[config.mk]
export PLATFORM = sky130hd
export DESIGN_NAME = mult_issue_taint1bit
export DESIGN_NICKNAME = d
export VERILOG_FILES = /design/src/rtl/mult_issue_taint1bit.sv
export SDC_FILE = /design/constraint.sdc
export NUM_CORES = 1
export LEC_CHECK = 0
export ABC_AREA = 0
export CAP_MARGIN = 10
export CELL_PAD_IN_SITES_DETAIL_PLACEMENT = 0
export CELL_PAD_IN_SITES_GLOBAL_PLACEMENT = 2
export CORE_MARGIN = 4
export CORE_UTILIZATION = 53
export DETAILED_ROUTE_END_ITERATION = 10
export DONT_BUFFER_PORTS = 1
export PLACE_DENSITY_LB_ADDON = 0.2
export SLEW_MARGIN = 20
export SYNTH_ARGS = -nofsm -noshare
export SYNTH_HDL_FRONTEND = slang
export SYNTH_SLANG_ARGS = --single-unit
export TNS_END_PERCENT = 1
[constraint.sdc]
create_clock -name clk -period 20.5 [get_ports clk]
set_input_delay 3.075 -clock clk [delete_from_list [all_inputs] [get_ports clk]]
set_output_delay 3.075 -clock clk [all_outputs]
set_load 0.005 [all_outputs]
[src/rtl/mult_issue_taint1bit.sv]
// Issue stage for the taint-tracked sequential multiplier: operand-pair FIFO with
// per-field taint, a start/done handshake FSM and a sticky control-taint bit.
module mult_issue_taint1bit #(
  parameter int WIDTH = 128,
  parameter int DEPTH = 4
) (
  input  logic                     clk,
  input  logic                     rst,
  input  logic                     in_valid,
  input  logic                     in_valid_t,
  output logic                     in_ready,
  output logic                     in_ready_t,
  input  logic [WIDTH-1:0]         in_multiplier,
  input  logic                     in_multiplier_t,
  input  logic [WIDTH-1:0]         in_multiplicand,
  input  logic                     in_multiplicand_t,
  output logic                     start,
  output logic                     start_t,
  output logic [WIDTH-1:0]         multiplier,
  output logic                     multiplier_t,
  output logic [WIDTH-1:0]         multiplicand,
  output logic                     multiplicand_t,
  input  logic                     productDone,
  input  logic                     productDone_t,
  output logic                     busy,
  output logic                     busy_t,
  output logic [$clog2(DEPTH):0]   count
);

  localparam int AW = $clog2(DEPTH);
  localparam int CW = AW + 1;

  typedef enum logic [1:0] {S_IDLE, S_ISSUE, S_WAIT} state_t;

  state_t state_reg, state_next;

  logic [WIDTH-1:0] mem_a [DEPTH];
  logic [WIDTH-1:0] mem_b [DEPTH];
  logic [DEPTH-1:0] mem_at, mem_bt, mem_vt;

  logic [AW-1:0] wr_ptr_reg, rd_ptr_reg;
  logic [CW-1:0] count_reg;
  logic          pd_q_reg, pd_q_t_reg, ctrl_t_reg;

  logic push, pop, done, empty, head_vt, ctrl_t_next;

  assign in_ready = (count_reg != CW'(DEPTH));
  assign empty    = (count_reg == '0);
  assign push     = in_valid && in_ready;
  assign done     = productDone && !pd_q_reg;
  assign pop      = (state_reg == S_WAIT) && done;

  // Storage has no reset: an empty FIFO masks the head outputs to zero.
  always_ff @(posedge clk) begin
    if (push) begin
      mem_a[wr_ptr_reg]  <= in_multiplier;
      mem_b[wr_ptr_reg]  <= in_multiplicand;
      mem_at[wr_ptr_reg] <= in_multiplier_t;
      mem_bt[wr_ptr_reg] <= in_multiplicand_t;
      mem_vt[wr_ptr_reg] <= in_valid_t;
    end
  end

  always_comb begin
    multiplier     = '0;
    multiplicand   = '0;
    multiplier_t   = 1'b0;
    multiplicand_t = 1'b0;
    head_vt        = 1'b0;
    if (!empty) begin
      multiplier     = mem_a[rd_ptr_reg];
      multiplicand   = mem_b[rd_ptr_reg];
      multiplier_t   = mem_at[rd_ptr_reg];
      multiplicand_t = mem_bt[rd_ptr_reg];
      head_vt        = mem_vt[rd_ptr_reg];
    end
  end

  always_comb begin
    state_next = state_reg;
    case (state_reg)
      S_IDLE:  if (!empty) state_next = S_ISSUE;
      S_ISSUE: state_next = S_WAIT;
      S_WAIT:  if (done) state_next = S_IDLE;
      default: state_next = S_IDLE;
    endcase
  end

  // Control taint latches until the block drains completely with nothing arriving.
  always_comb begin
    ctrl_t_next = ctrl_t_reg;
    if (push && in_valid_t)
      ctrl_t_next = 1'b1;
    if ((state_reg == S_WAIT) && (productDone_t || pd_q_t_reg))
      ctrl_t_next = 1'b1;
    if ((state_reg == S_IDLE) && empty && !push)
      ctrl_t_next = 1'b0;
  end

  always_ff @(posedge clk) begin
    if (rst) begin
      state_reg  <= S_IDLE;
      wr_ptr_reg <= '0;
      rd_ptr_reg <= '0;
      count_reg  <= '0;
      pd_q_reg   <= 1'b0;
      pd_q_t_reg <= 1'b0;
      ctrl_t_reg <= 1'b0;
    end else begin
      state_reg  <= state_next;
      pd_q_reg   <= productDone;
      pd_q_t_reg <= productDone_t;
      ctrl_t_reg <= ctrl_t_next;
      if (push)
        wr_ptr_reg <= wr_ptr_reg + 1'b1;
      if (pop)
        rd_ptr_reg <= rd_ptr_reg + 1'b1;
      if (push && !pop)
        count_reg <= count_reg + 1'b1;
      else if (pop && !push)
        count_reg <= count_reg - 1'b1;
    end
  end

  assign start      = (state_reg == S_ISSUE);
  assign start_t    = start && (ctrl_t_reg || head_vt);
  assign in_ready_t = ctrl_t_reg;
  assign busy       = (state_reg != S_IDLE) || !empty;
  assign busy_t     = ctrl_t_reg;
  assign count      = count_reg;

endmodule

# Yosys cells after proc, flatten, opt, wreduce, memory -nomap -nowiden
# Memory sizes are Yosys's and may differ from the RTL's. A register that Yosys moved wholly into a read port is not among the register bits.
# Cells that the tools add are included.
# classes
n_reduce_logical,25
magnitude_cmp,3
eq_ne,5
n_mux,29
addsub,4
# ops
cell,count
$mux W128,2
$bwmux W4,3
$mux W2,6
$logic_and A1 B1 Y1,11
$mux W1,11
$bmux W1 S2,3
$lt A2 B3 Y1 const B,2
$mux W3,2
$pmux W2 S3,1
$reduce_bool A2 Y1,3
$add A2 B1 Y2 const B,2
$logic_not A1 Y1,4
$ne A2 B2 Y1 const B,2
$add A3 B1 Y3 const B,1
$logic_not A3 Y1,1
$logic_or A1 B1 Y1,3
$ne A3 B3 Y1 const B,1
$sub A3 B1 Y3 const B,1
$demux W1 S2,1
$eq A2 B1 Y1 const B,1
$eq A2 B2 Y1 const B,1
$ge A2 B1 Y1 const B,1
$logic_not A2 Y1,1
$reduce_and A2 Y1,1
$reduce_or A2 Y1,1
# word_totals
mem_bits_rw,1024
out_inout_bits,267
word_cells,78
mem_count,2
regBits,24
# mem_list
name,depth,word_bits,rd,rd_ports_with_merged_regs,wr,line,source
mem_a,4,128,1,1,1,37,logic [WIDTH-1:0] mem_a [DEPTH];
mem_b,4,128,1,1,1,38,logic [WIDTH-1:0] mem_b [DEPTH];

# Depth between registers and ports, before layout
# depth
ltp_word,6
mapped_depth,8

# Least setup slack after synthesis
# No wires, ideal clock.
# synth_timing
path_kind,input -> register
start,input in_valid
end,memory mem_a[0][0] (enable)
slack_ps,10555
t_arrival_ps,9292
cell_stages,2
path_cell_list,a21boi_2 and2_1
# synth_via
elab_chain_cells,3
# synth_lines
item,line,source
from (decl),9,"input logic in_valid,"
$logic_and A1 B1 Y1,49,assign push = in_valid && in_ready;
$mux W1,55,if (push) begin
$mux W1 (not written as such),56,mem_a[wr_ptr_reg] <= in_multiplier;
to (decl),37,
# No other way between the ends.

==> results_dict.tcl <==
set metrics [dict create \
    run_status "finished clean" \
    placed_cells 2614 \
    clock-sinks 1050 \
    area_growth_pct 10.5 \
    finalPower_mw 5.48 \
    hold_viol 0 \
    synth_nets 1978 \
    leakage_nw 13.5 \
    ys_ff_latch 1050 \
    cts.repair.resized 0 \
    viasPerCell 5.90 \
    dp.final_hpwl_mm 49.2 \
    gp_congestion 0.726 \
    routed_wl_mm 80.7 \
    cts_root_buf "clkbuf_16" \
    tritoncts "done" \
    cts_setup_buffers 0 \
    vdd_drop_max_uv 128 \
    rsz0062_at_grt "no" \
    power_density_nw_per_um2 125 \
    relSlewSlack_pct 18.8 \
    dpl-instance-area_um2 40700 \
    critical_path_class "reg2out" \
    cp_data_arrival_time_ns 4.05 \
    min_path_type "reg2reg" \
    route.detailed.drc 0 \
    ant_nets 0 \
    synthCells 1708 \
    die_area_um2 79500 \
    cp_cell_sequence "buf_12, buf_4, buf_12, buf_4, mux4_2, and2_1" \
    path_clk_slew_ns 0.06 \
    fill_cells 5239 \
    grt_pass1_wl_mm 118 \
    avgSynthCellArea_um2 23.3 \
    drt_iter0_drc 1136 \
    antenna_found_initial 1 \
    netlist_area_um2 39800 \
    instances_no_fill 2810 \
    postCtsHoldBufs 0 \
    fmax_ghz 0.140 \
    coreArea_um2 74400 \
    grt_max_degree 132 \
    final_util_pct 59.0 \
    drv_slew 0 \
    io-pin-count 531 \
    reg_top3 "mem_a x512, mem_b x512" \
    worstMarginPinSlew_ns 1.22 \
    period_needed_ns 7.12 \
    grt_overflow 0 \
    grt_pass1_vias 17500 \
    crit_required_ns 17.43 \
    cp_max_fo 46 \
    grt_util_all_layers_pct 20.1 \
    cts_made_buffers 104 \
    start_util_pct 53.4 \
    dr.pass1.iters 5 \
    antenna_cells 0 \
    critPathMaxStageDelay_ns 0.76 \
    h-tree-depth 3 \
    num_rows 100 \
    cp-start-kind "flop" \
    synthDistinctLibCells 28 \
    drive_gt1_share_pct 23.8 \
    insertion_delay_ns 0.65 \
    ys_seq_area_share_pct 78.9 \
    die_h_um 282 \
    setup_viol 0 \
    clk_path_buf_depth 3 \
    post_drt_wl_per_cell_um 28.7 \
    vias 16600 \
    final.setup.tns_ns 0 \
    numPortBuffers 0 \
    nets 2023 \
    maxCapViolations 0 \
    dieWidth_um 282 \
    post-route-period-util_pct 34.7 \
    final_cell_area_um2 43900 \
    worstSetupEndpointType "output pin" \
    critical-path-slowest-cell "buf_4" \
    ys_warn_count 0 \
    clock_skew_ns 0.0174 \
]
-- placed cells by master, fill, tap and decap left out, types with 2 or more instances in the layout --
master / synthesis / routed
a21oi_1: 4 / 4
and2_1: 262 / 258
and2_4: 0 / 4
buf_12: 0 / 4
buf_4: 1 / 23
bufinv_16: 0 / 6
clkbuf_1: 27 / 30
clkbuf_16: 0 / 105
clkinv_1: 0 / 23
clkinv_2: 0 / 21
clkinv_8: 0 / 2
clkinvlp_4: 0 / 3
dfxtp_1: 14 / 12
dfxtp_4: 0 / 2
edfxtp_1: 1036 / 1036
ha_1: 5 / 5
inv_1: 4 / 4
inv_16: 0 / 2
inv_6: 0 / 2
mux2i_1: 2 / 2
mux4_2: 259 / 259
nand2_1: 3 / 3
nor2_1: 9 / 9
nor2b_1: 5 / 5
or3_4: 1 / 2
xnor2_1: 2 / 2
xor2_1: 3 / 3
-- worst paths after layout --
path | cells after the start | end | slack [ns] | from
min | 1 | state_reg[0] | 0.51 | state_reg[0]
max | 6 | multiplier[15] | 13.38 | flop
min reg2reg | 1 | state_reg[0] | 0.51 | state_reg[0]
max reg2reg | 5 | mem_a[0][22] | 16.49 | count[0]
-- metal layers --
layer | vias to the layer above | wire length (µm) | track usage (%) | share of wire, %
met2 | 456 | 41800 | 33.8 | 52
met5 | - | 0 | 0 | 0
met1 | 8912 | 29700 | 24.8 | 37
met3 | 107 | 7430 | 7.57 | 9.2
li1 | 7112 | - | - | -
met4 | 0 | 1830 | 5.57 | 2.3
-- cell usage after synthesis, drive strengths merged --
| library cell | count | area share (%) |
|---|---|---|
| edfxtp | 1036 | 78 |
| and2 | 262 | 4.1 |
| mux4 | 259 | 15 |
| buf | 62 | 1.2 |
| clkbuf | 27 | 0.25 |
| dfxtp | 14 | 0.70 |
| nor2 | 9 | 0.085 |
| ha | 5 | 0.16 |
| nor2b | 5 | 0.079 |
| a21oi | 4 | 0.050 |
| inv | 4 | 0.038 |
| nand2 | 3 | 0.028 |
| or3 | 3 | 0.060 |
| xor2 | 3 | 0.066 |
| mux2i | 2 | 0.050 |
| xnor2 | 2 | 0.044 |
| a21boi | 1 | 0.028 |
| and4bb | 1 | 0.031 |
| fa | 1 | 0.050 |
| nand2b | 1 | 0.016 |
| nor4b | 1 | 0.022 |
| o21a | 1 | 0.019 |
| o21ai | 1 | 0.013 |
| o22ai | 1 | 0.031 |
-- stage by stage --
stage	hold slack, ns	setup WS (ns)
after floorplan	0.449	10.56
after global placement	0.467	13.54
after detailed placement	0.500	13.56
after CTS	0.510	12.84
after global routing	0.544	12.88
final	0.508	13.38
-- report_power, final --
| part | switching [mW] | internal (mW) |
|---|---|---|
| logic | 0.646 | 0.340 |
| clock network | 0.760 | 1.02 |
| registers | 0.0589 | 2.65 |
| total | 1.47 | 4.01 |
-- critical path, delay by kind of cell (launching register included) --
family | cells | cell delay [ns]
buffers and inverters | 4 | 1.78
DFF | 1 | 0.71
muxes | 1 | 0.63
and+or+nand+nor | 1 | 0.20
-- cell type report --
cell class	count	area (µm²)	share of cell area, %
sequential	1050	31400	71.4
multi-input combinational	565	7820	17.8
clock buffer	135	2740	6.24
tap	969	1210	2.76
clock inverter	59	484	1.10
timing repair buffer	28	280	0.638
inverter	4	15.0	0.0342
-- cell families after synthesis --
kind of cell	synth area share [%]
AO/OA/AOI/OAI	0.142
XOR/XNOR	0.110
adder cells (fa/ha/maj)	0.208
buffers and inverters	1.45
flip-flops	78.9
multiplexers	14.7
AND/OR/NAND/NOR	4.44
Note: power is estimated with default switching activity, not from simulation.
